$ cat config.mk
export PLATFORM = sky130hd
export DESIGN_NAME = morse_input_sequencer
export DESIGN_NICKNAME = d
export VERILOG_FILES = /design/src/rtl/morse_input_sequencer.sv
export SDC_FILE = /design/constraint.sdc
export NUM_CORES = 1
export LEC_CHECK = 0
export CAP_MARGIN = 20
export CORE_MARGIN = 2
export CORE_UTILIZATION = 58
export DETAILED_ROUTE_END_ITERATION = 8
export PLACE_DENSITY = 0.87
export SLEW_MARGIN = 30
export SYNTH_ARGS = -nofsm -noshare
export SYNTH_HDL_FRONTEND = slang
export SYNTH_SLANG_ARGS = --single-unit
$ cat constraint.sdc
create_clock -name clk -period 2.6 [get_ports clk]
set_clock_uncertainty 0.1 [all_clocks]
set_input_delay 0.39 -clock clk [delete_from_list [all_inputs] [get_ports clk]]
set_output_delay 0.39 -clock clk [all_outputs]
set_load 0.005 [all_outputs]
$ cat src/rtl/morse_input_sequencer.sv
// Morse key front end: synchronises the key, times presses and gaps, and emits
// symbol, letter and word events. Define MORSE_DEBOUNCE_EN to build the debouncer.
module morse_input_sequencer #(
  parameter int CNT_W             = 28,
  parameter int DEBOUNCE_CYCLES   = 500000,
  parameter int DOT_MAX_CYCLES    = 25000000,
  parameter int DASH_MAX_CYCLES   = 100000000,
  parameter int LETTER_GAP_CYCLES = 50000000,
  parameter int WORD_GAP_CYCLES   = 150000000
) (
  input  logic       clk,
  input  logic       reset,
  input  logic       signal,
  output logic       pressed,
  output logic       symbol_valid,
  output logic       symbol_is_dash,
  output logic       letter_end,
  output logic [2:0] letter_len,
  output logic [4:0] letter_code,
  output logic       word_end,
  output logic       symbol_error
);

  typedef enum logic [1:0] {IDLE, PRESS, GAP, LONG} state_t;

  localparam logic [CNT_W-1:0] CNT_ONE      = CNT_W'(1);
  localparam logic [CNT_W-1:0] DOT_MAX_C    = CNT_W'(DOT_MAX_CYCLES);
  localparam logic [CNT_W-1:0] DASH_MAX_C   = CNT_W'(DASH_MAX_CYCLES);
  localparam logic [CNT_W-1:0] LETTER_GAP_C = CNT_W'(LETTER_GAP_CYCLES);
  localparam logic [CNT_W-1:0] WORD_GAP_C   = CNT_W'(WORD_GAP_CYCLES);

  logic sync1_reg, sync2_reg;
  logic sig_d;

  always_ff @(posedge clk) begin
    if (reset) begin
      sync1_reg <= 1'b0;
      sync2_reg <= 1'b0;
    end else begin
      sync1_reg <= signal;
      sync2_reg <= sync1_reg;
    end
  end

`ifdef MORSE_DEBOUNCE_EN
  localparam int DB_W = (DEBOUNCE_CYCLES > 1) ? $clog2(DEBOUNCE_CYCLES) : 1;
  localparam logic [DB_W-1:0] DB_LAST = DB_W'(DEBOUNCE_CYCLES - 1);

  logic [DB_W-1:0] db_cnt_reg;
  logic            sig_d_reg;

  // The level flips only after DEBOUNCE_CYCLES consecutive disagreeing samples.
  always_ff @(posedge clk) begin
    if (reset) begin
      db_cnt_reg <= '0;
      sig_d_reg  <= 1'b0;
    end else if (sync2_reg != sig_d_reg) begin
      if (db_cnt_reg == DB_LAST) begin
        sig_d_reg  <= sync2_reg;
        db_cnt_reg <= '0;
      end else begin
        db_cnt_reg <= db_cnt_reg + 1'b1;
      end
    end else begin
      db_cnt_reg <= '0;
    end
  end

  assign sig_d = sig_d_reg;
`else
  logic debounce_unused;
  assign debounce_unused = ^DEBOUNCE_CYCLES;
  assign sig_d = sync2_reg;
`endif

  state_t           state_reg, state_next;
  logic [CNT_W-1:0] cnt_reg, cnt_next, cnt_inc;
  logic [2:0]       len_reg, len_next;
  logic [4:0]       code_reg, code_next;
  logic             symbol_valid_reg, symbol_valid_next;
  logic             symbol_is_dash_reg, symbol_is_dash_next;
  logic             letter_end_reg, letter_end_next;
  logic [2:0]       letter_len_reg, letter_len_next;
  logic [4:0]       letter_code_reg, letter_code_next;
  logic             word_end_reg, word_end_next;
  logic             symbol_error_reg, symbol_error_next;
  logic             is_dash;

  assign cnt_inc = (&cnt_reg) ? cnt_reg : cnt_reg + 1'b1;
  assign is_dash = (cnt_reg > DOT_MAX_C);

  always_ff @(posedge clk) begin
    if (reset) begin
      state_reg          <= IDLE;
      cnt_reg            <= '0;
      len_reg            <= '0;
      code_reg           <= '0;
      symbol_valid_reg   <= 1'b0;
      symbol_is_dash_reg <= 1'b0;
      letter_end_reg     <= 1'b0;
      letter_len_reg     <= '0;
      letter_code_reg    <= '0;
      word_end_reg       <= 1'b0;
      symbol_error_reg   <= 1'b0;
    end else begin
      state_reg          <= state_next;
      cnt_reg            <= cnt_next;
      len_reg            <= len_next;
      code_reg           <= code_next;
      symbol_valid_reg   <= symbol_valid_next;
      symbol_is_dash_reg <= symbol_is_dash_next;
      letter_end_reg     <= letter_end_next;
      letter_len_reg     <= letter_len_next;
      letter_code_reg    <= letter_code_next;
      word_end_reg       <= word_end_next;
      symbol_error_reg   <= symbol_error_next;
    end
  end

  always_comb begin
    state_next          = state_reg;
    cnt_next            = cnt_inc;
    len_next            = len_reg;
    code_next           = code_reg;
    symbol_valid_next   = 1'b0;
    symbol_is_dash_next = 1'b0;
    letter_end_next     = 1'b0;
    letter_len_next     = letter_len_reg;
    letter_code_next    = letter_code_reg;
    word_end_next       = 1'b0;
    symbol_error_next   = 1'b0;

    case (state_reg)
      IDLE: begin
        cnt_next = '0;
        if (sig_d) begin
          state_next = PRESS;
          cnt_next   = CNT_ONE;
        end
      end

      PRESS: begin
        // cnt equals the press length on the first released cycle.
        if (cnt_reg == DASH_MAX_C) begin
          symbol_error_next = 1'b1;
          len_next          = '0;
          code_next         = '0;
          if (sig_d) begin
            state_next = LONG;
          end else begin
            state_next = GAP;
            cnt_next   = CNT_ONE;
          end
        end else if (!sig_d) begin
          state_next = GAP;
          cnt_next   = CNT_ONE;
          if (len_reg == 3'd5) begin
            symbol_error_next = 1'b1;
            len_next          = '0;
            code_next         = '0;
          end else begin
            symbol_valid_next   = 1'b1;
            symbol_is_dash_next = is_dash;
            code_next           = {code_reg[3:0], is_dash};
            len_next            = len_reg + 1'b1;
          end
        end
      end

      LONG: begin
        if (!sig_d) begin
          state_next = GAP;
          cnt_next   = CNT_ONE;
        end
      end

      GAP: begin
        if (cnt_reg == LETTER_GAP_C && len_reg != '0) begin
          letter_end_next  = 1'b1;
          letter_len_next  = len_reg;
          letter_code_next = code_reg;
          len_next         = '0;
          code_next        = '0;
        end
        if (cnt_reg == WORD_GAP_C) begin
          word_end_next = 1'b1;
        end
        if (sig_d) begin
          state_next = PRESS;
          cnt_next   = CNT_ONE;
        end else if (cnt_reg == WORD_GAP_C) begin
          state_next = IDLE;
        end
      end

      default: state_next = IDLE;
    endcase
  end

  assign pressed        = sig_d;
  assign symbol_valid   = symbol_valid_reg;
  assign symbol_is_dash = symbol_is_dash_reg;
  assign letter_end     = letter_end_reg;
  assign letter_len     = letter_len_reg;
  assign letter_code    = letter_code_reg;
  assign word_end       = word_end_reg;
  assign symbol_error   = symbol_error_reg;

endmodule
==> results of run 1 <==
==> layer usage <==
metal  track usage  part of all wire  up-vias
met1         0.310              0.44     1038
li1              -                 -     1096
met4        0.0629             0.010        0
met5             0                 0        -
met3        0.0506             0.064        8
met2         0.384              0.48       74
==> stage by stage <==
step                area, um^2  cells
finish                    2920    370
global route              2920    370
CTS                       2910    370
detailed placement        2820    362
global placement          2820    362
floorplan                 2640    303
==> final timing paths <==
check | cells after the start | to
setup / recovery | 8 | len_reg[1]
hold / removal | 1 | pressed
setup reg to reg | 8 | len_reg[1]
hold reg to reg | 1 | pressed
==> power groups by stage <==
stage          clock network (mW)  registers (mW)  logic, mW
2_1_floorplan                   0           0.837     0.0277
3_3_place_gp                    0           0.838     0.0338
3_5_place_dp                    0           0.839     0.0345
4_1_cts                     0.475           0.820     0.0349
5_1_grt                     0.510           0.821     0.0383
6_report                    0.468           0.820     0.0347
==> cell families after synthesis <==
logic type,share of synthesized area
AO/OA/AOI/OAI,0.0698
XOR/XNOR,0.0798
adder cells (fa/ha/maj),0.00950
buffers and inverters,0.0503
flip-flops,0.403
multiplexers,0.0342
AND/OR/NAND/NOR,0.354
==> Yosys cell counts (4+ instances only) <==
| cell type | n |
|---|---|
| nand4_1 | 13 |
| dfxtp_1 | 53 |
| xor2_1 | 17 |
| nor2_1 | 45 |
| mux2i_1 | 9 |
| and4_1 | 7 |
| and4b_1 | 4 |
| xnor2_1 | 7 |
| nor2b_1 | 9 |
| buf_4 | 4 |
| a21oi_1 | 12 |
| nand3_1 | 22 |
| and3_1 | 4 |
| nor3_1 | 11 |
| clkbuf_1 | 10 |
| nor4_1 | 5 |
| nand2_1 | 20 |
==> worst register-to-register path, stage by stage (launching register included) <==
cell and delay, ns:
dfxtp_1 0.35, inv_1 0.11, ha_1 0.14, or4b_4 0.48, nor4b_4 0.31, and4_4 0.33
a211oi_4 0.09, or2_1 0.24, a32o_1 0.21
==> final cells by class <==
type                       count  share of cell area
clock inverter                 3             0.00729
inverter                       3             0.00386
tap                           52              0.0223
multi-input combinational    227               0.496
timing repair buffer          27              0.0832
sequential                    53               0.364
clock buffer                   5              0.0236
==> reports/qor.csv, run 1 <==
stage,metric,value,unit
synthesis,yosys.area.top_type,dfxtp_1,
synthesis,synth_area_leaders,"dfxtp_1 40%, nor2_1 6.4%, xor2_1 5.7%",
floorplan,num_rows,24,
final_layout,nets,322,
setup_path,cp_slowest_stage_delay,0.48,ns
floorplan,die_h,71.4,um
timing,max_freq,407,MHz
global_route,grt_max_degree,28,
setup_path,reg2reg_slack,0.15,ns
route,vias,2216,
power_and_ir_drop,total_power,1.32,mW
synthesis,synth-main-ff-cell,dfxtp_1,
power_and_ir_drop,p_seq_frac,0.620,
timing,tns,0,ns
setup_path,critPathKind,reg -> reg,
setup_path,crit_chain,inv_1 > ha_1 > or4b_4 > nor4b_4 > and4_4 > a211oi_4 > or2_1 > a32o_1,
setup_path,critPathRequiredTime,2.71,ns
floorplan,io_pins,17,
power_and_ir_drop,ir_drop,329,uV
route,drt_iter0_markers,143,
route,dr.pass1.iters,4,
placed_design,place_congestion,0.854,
synthesis,yosysTopAreaCellShare,0.403,
final_layout,fillers,349,
placed_design,place_hpwl,4060,um
setup_path,arrival,2.57,ns
power_and_ir_drop,p_leak,0.948,nW
floorplan,core_area,4350,um^2
power_and_ir_drop,power_density,453,nW/um^2
setup_path,path_buf_inv,1,
clocking,numCtsBuffers,5,
final_layout,multi_input_area,1450,um^2
setup_path,start_kind,flop,
clocking,postCtsHoldBufs,0,
final_layout,diodes,0,
setup_path,worstSetupStartpoint,cnt_reg[0],
timing,setup_viol,0,
clocking,clk_latency,0.31,ns
clocking,htree_levels,2,
placed_design,port_buffers,16,
setup_path,path_max_fanout,6,
run,maxCapViolCount,0,
placed_design,post-place-ws,0.0527,ns
final_layout,mostFrequentLayoutCell,dfxtp_1,
final_layout,regArea,1060,um^2
global_route,antenna_found_initial,0,
floorplan,initial_core_util,0.605,
final_layout,final_layout_size_suffix_gt1_frac,0.104,
setup_path,worst_path_dominant_cell_family,simple AND/OR/NAND/NOR gates,
final_layout,final_core_util,0.670,
synthesis,netlist_area,2640,um^2
route,wl_per_cell,15.0,um
clocking,postCtsSetupRepairBufs,0,
synthesis,postSynthAreaPerCell,8.70,um^2
timing,period_needed,2.45,ns
route,viasPerCell,5.99,
timing,final_hold_viol_count,0,
global_route,grt_pass1_wl,9540,um
outcome,outcome,"finished, final reports clean",
synthesis,synth-seq-area-share,0.403,
floorplan,die-area,5100,um^2
clocking,cts_tree,done,
timing,worst_pin_slew,0.582,ns
global_route,grt_pass1_vias,2075,
setup_path,critPathCaptureType,flop,
final_layout,largest_register_ffs,28,
final_layout,most-common-layout-cells,"53 x dfxtp_1, 45 x nor2_1, 22 x nand3_1",
clocking,clock_path_buffers,2,
power_and_ir_drop,internal-power,1.02,mW
floorplan,die_w,71.4,um
power_and_ir_drop,switchingPower,301,uW
clocking,clkSinkCount,53,
route,drc,0,
timing,timing.final.crit_share,0.944,
min_path,hp-start,sync1_reg,
global_route,grt.total_usage,0.233,
synthesis,ys_seq_elements,53,
synthesis,synth_cells,303,
synthesis,async_flop_share,0,
power_and_ir_drop,clkPwrFrac,0.354,
route,drtAntennaViolNets,0,
global_route,grt-ovfl-total,0,
min_path,hold_class,reg -> reg,
timing,rsz0062_at_grt,false,
timing,timing.hold.ws,0.345,ns
synthesis,synth_edf_count,0,
synthesis,ys_types,51,
timing,setup_slack,0.146,ns
clocking,root_buffer,clkbuf_8,
clocking,clkTransAtPathRegs,0.10,ns
timing,slew_violations,0,
synthesis,syn-num-nets,308,
synthesis,ys_warn_count,0,
setup_path,r2r-start,cnt_reg[0],
setup_path,crit_slowest_cell,or4b_4,
power_and_ir_drop,p_comb_frac,0.026,
route,wirelength,5550,um
timing,max_slew_margin,0.611,
final_layout,syn_to_final_growth,10.7,%
clocking,cts_resized,0,
power_and_ir_drop,swShare,0.228,
Note: power is estimated with default switching activity, not from simulation.
==> run 2: changes to the inputs <==
--- a/config.mk
+++ b/config.mk
@@ -7,9 +7,10 @@
 export LEC_CHECK = 0
 export CAP_MARGIN = 20
 export CORE_MARGIN = 2
-export CORE_UTILIZATION = 58
+export CORE_UTILIZATION = 61
+export CTS_BUF_LIST = sky130_fd_sc_hd__clkbuf_2 sky130_fd_sc_hd__clkbuf_4 sky130_fd_sc_hd__clkbuf_8
 export DETAILED_ROUTE_END_ITERATION = 8
-export PLACE_DENSITY = 0.87
+export PLACE_DENSITY = 0.91
 export SLEW_MARGIN = 30
 export SYNTH_ARGS = -nofsm -noshare
 export SYNTH_HDL_FRONTEND = slang
==> reports/qor.csv, run 2 (same netlist as run 1, synthesis figures left out) <==
stage,metric,value,unit,change
placed_design,post-place-ws,0.00708,ns,-0.0456 ns
setup_path,path_max_fanout,6,,unchanged
route,wl_per_cell,15.5,um,+3.5%
route,viasPerCell,6.13,,+2.3%
timing,rsz0062_at_grt,false,,
timing,max_slew_margin,0.643,,+0.0319
timing,timing.hold.ws,0.366,ns,+0.0210 ns
clocking,root_buffer,clkbuf_8,,
run,maxCapViolCount,0,,unchanged
global_route,grt_pass1_wl,9620,um,+0.80%
final_layout,syn_to_final_growth,9.97,%,
route,drtAntennaViolNets,0,,unchanged
placed_design,place_congestion,0.934,,+9.4%
final_layout,most-common-layout-cells,"53 x dfxtp_1, 45 x nor2_1, 22 x nand3_1",,
global_route,grt-ovfl-total,0,,unchanged
placed_design,port_buffers,16,,unchanged
route,drc,0,,unchanged
setup_path,critPathRequiredTime,2.73,ns,+0.02 ns
setup_path,r2r-start,cnt_reg[0],,
setup_path,critPathKind,reg -> reg,,
clocking,htree_levels,2,,unchanged
global_route,antenna_found_initial,0,,unchanged
floorplan,die_h,69.7,um,-2.3%
route,drt_iter0_markers,192,,+34%
final_layout,diodes,0,,unchanged
clocking,clkSinkCount,53,,unchanged
final_layout,nets,320,,-0.62%
global_route,grt_max_degree,28,,unchanged
timing,setup_slack,0.124,ns,-0.0217 ns
timing,setup_viol,0,,unchanged
final_layout,final_layout_size_suffix_gt1_frac,0.0981,,-0.00567
setup_path,arrival,2.60,ns,+0.03 ns
setup_path,start_kind,flop,,
setup_path,worstSetupStartpoint,cnt_reg[0],,
placed_design,place_hpwl,3980,um,-2.0%
timing,final_hold_viol_count,0,,unchanged
timing,slew_violations,0,,unchanged
clocking,cts_tree,done,,
floorplan,initial_core_util,0.645,,+0.0397
timing,worst_pin_slew,0.534,ns,-0.0477 ns
clocking,clk_latency,0.32,ns,about the same
timing,timing.final.crit_share,0.952,,+0.00834
floorplan,die_w,69.7,um,-2.3%
floorplan,num_rows,23,,-4.2%
clocking,numCtsBuffers,5,,unchanged
power_and_ir_drop,p_leak,0.937,nW,-1.2%
route,vias,2243,,+1.2%
global_route,grt.total_usage,0.246,,+0.0126
power_and_ir_drop,power_density,458,nW/um^2,+1.0%
setup_path,critPathCaptureType,flop,,
min_path,hold_class,reg -> reg,,
timing,tns,0,ns,unchanged
min_path,hp-start,sync1_reg,,
floorplan,die-area,4860,um^2,-4.6%
global_route,grt_pass1_vias,2136,,+2.9%
outcome,outcome,"finished, final reports clean",,
power_and_ir_drop,ir_drop,331,uV,+0.62%
final_layout,mostFrequentLayoutCell,dfxtp_1,,
timing,period_needed,2.48,ns,+0.0217 ns
timing,max_freq,404,MHz,-0.88%
route,wirelength,5690,um,+2.4%
floorplan,io_pins,17,,unchanged
floorplan,core_area,4090,um^2,-6.1%
final_layout,largest_register_ffs,28,,unchanged
clocking,clock_path_buffers,2,,unchanged
route,dr.pass1.iters,5,,+1
clocking,clkTransAtPathRegs,0.10,ns,about the same
final_layout,final_core_util,0.709,,+0.0393
[run 2: cell count changes in the layout (fill, tap and decap cells not counted), sizes merged]
cell | previous run | this run
buf | 11 | 9
[run 2: per-stage QoR]
step / instances / power (mW) / instance area [um^2]
4_1_cts: 366 / 1.33 / 2900
3_3_place_gp: 358 / 0.872 / 2800
5_1_grt: 366 / 1.37 / 2900
3_5_place_dp: 358 / 0.874 / 2800
6_report: 366 / 1.33 / 2900
2_1_floorplan: 303 / 0.864 / 2640
[run 2: report_power, final]
group          leakage [nW]  internal (mW)  switching, mW
Combinational         0.465         0.0151         0.0210
Clock                0.0445          0.191          0.280
Sequential            0.427          0.815        0.00451
[run 2: final timing paths]
path | slack (ns) | end | depth (start not counted)
worst max-delay path | 0.12 | len_reg[1] | 8
worst min-delay path | 0.37 | pressed | 1
worst max register to register | 0.12 | len_reg[1] | 8
worst min register to register | 0.37 | pressed | 1
[run 2: worst max-delay path, cell delays in order, from the launching register on]
cell      delay (ns)
dfxtp_1         0.35
inv_1           0.11
ha_1            0.17
or4b_4          0.48
nor4b_4         0.29
and4_4          0.33
a211oi_4        0.09
or2_1           0.25
a32o_1          0.21
[run 2: what timing repair did]
item	CTS	global route
pin swaps	0	1
buffers inserted	0	0
gates resized for setup	1	2
endpoints found under the setup margin	1	16
hold buffers	0	0
[run 2: layout make-up]
type	instances	area, um^2
tap	50	62.6
inverter	3	11.3
timing repair buffer	25	228
clock buffer	5	68.8
multi-input combinational	227	1450
fill	311	1190
clock inverter	3	21.3
sequential	53	1060
[run 2: per-layer routing]
metal,track usage,vias up,share of wire
met5,0,-,0
met4,0.111,0,0.020
met3,0.0683,15,0.068
met2,0.413,90,0.48
met1,0.291,1047,0.43
li1,-,1091,-
==> run 3: changes to the inputs <==
--- a/config.mk
+++ b/config.mk
@@ -11,7 +11,6 @@
 export CTS_BUF_LIST = sky130_fd_sc_hd__clkbuf_2 sky130_fd_sc_hd__clkbuf_4 sky130_fd_sc_hd__clkbuf_8
 export DETAILED_ROUTE_END_ITERATION = 8
 export PLACE_DENSITY = 0.91
-export SLEW_MARGIN = 30
 export SYNTH_ARGS = -nofsm -noshare
 export SYNTH_HDL_FRONTEND = slang
 export SYNTH_SLANG_ARGS = --single-unit
==> results of run 3 <==
Final layout, timing and power as in run 2 (identical DEF).
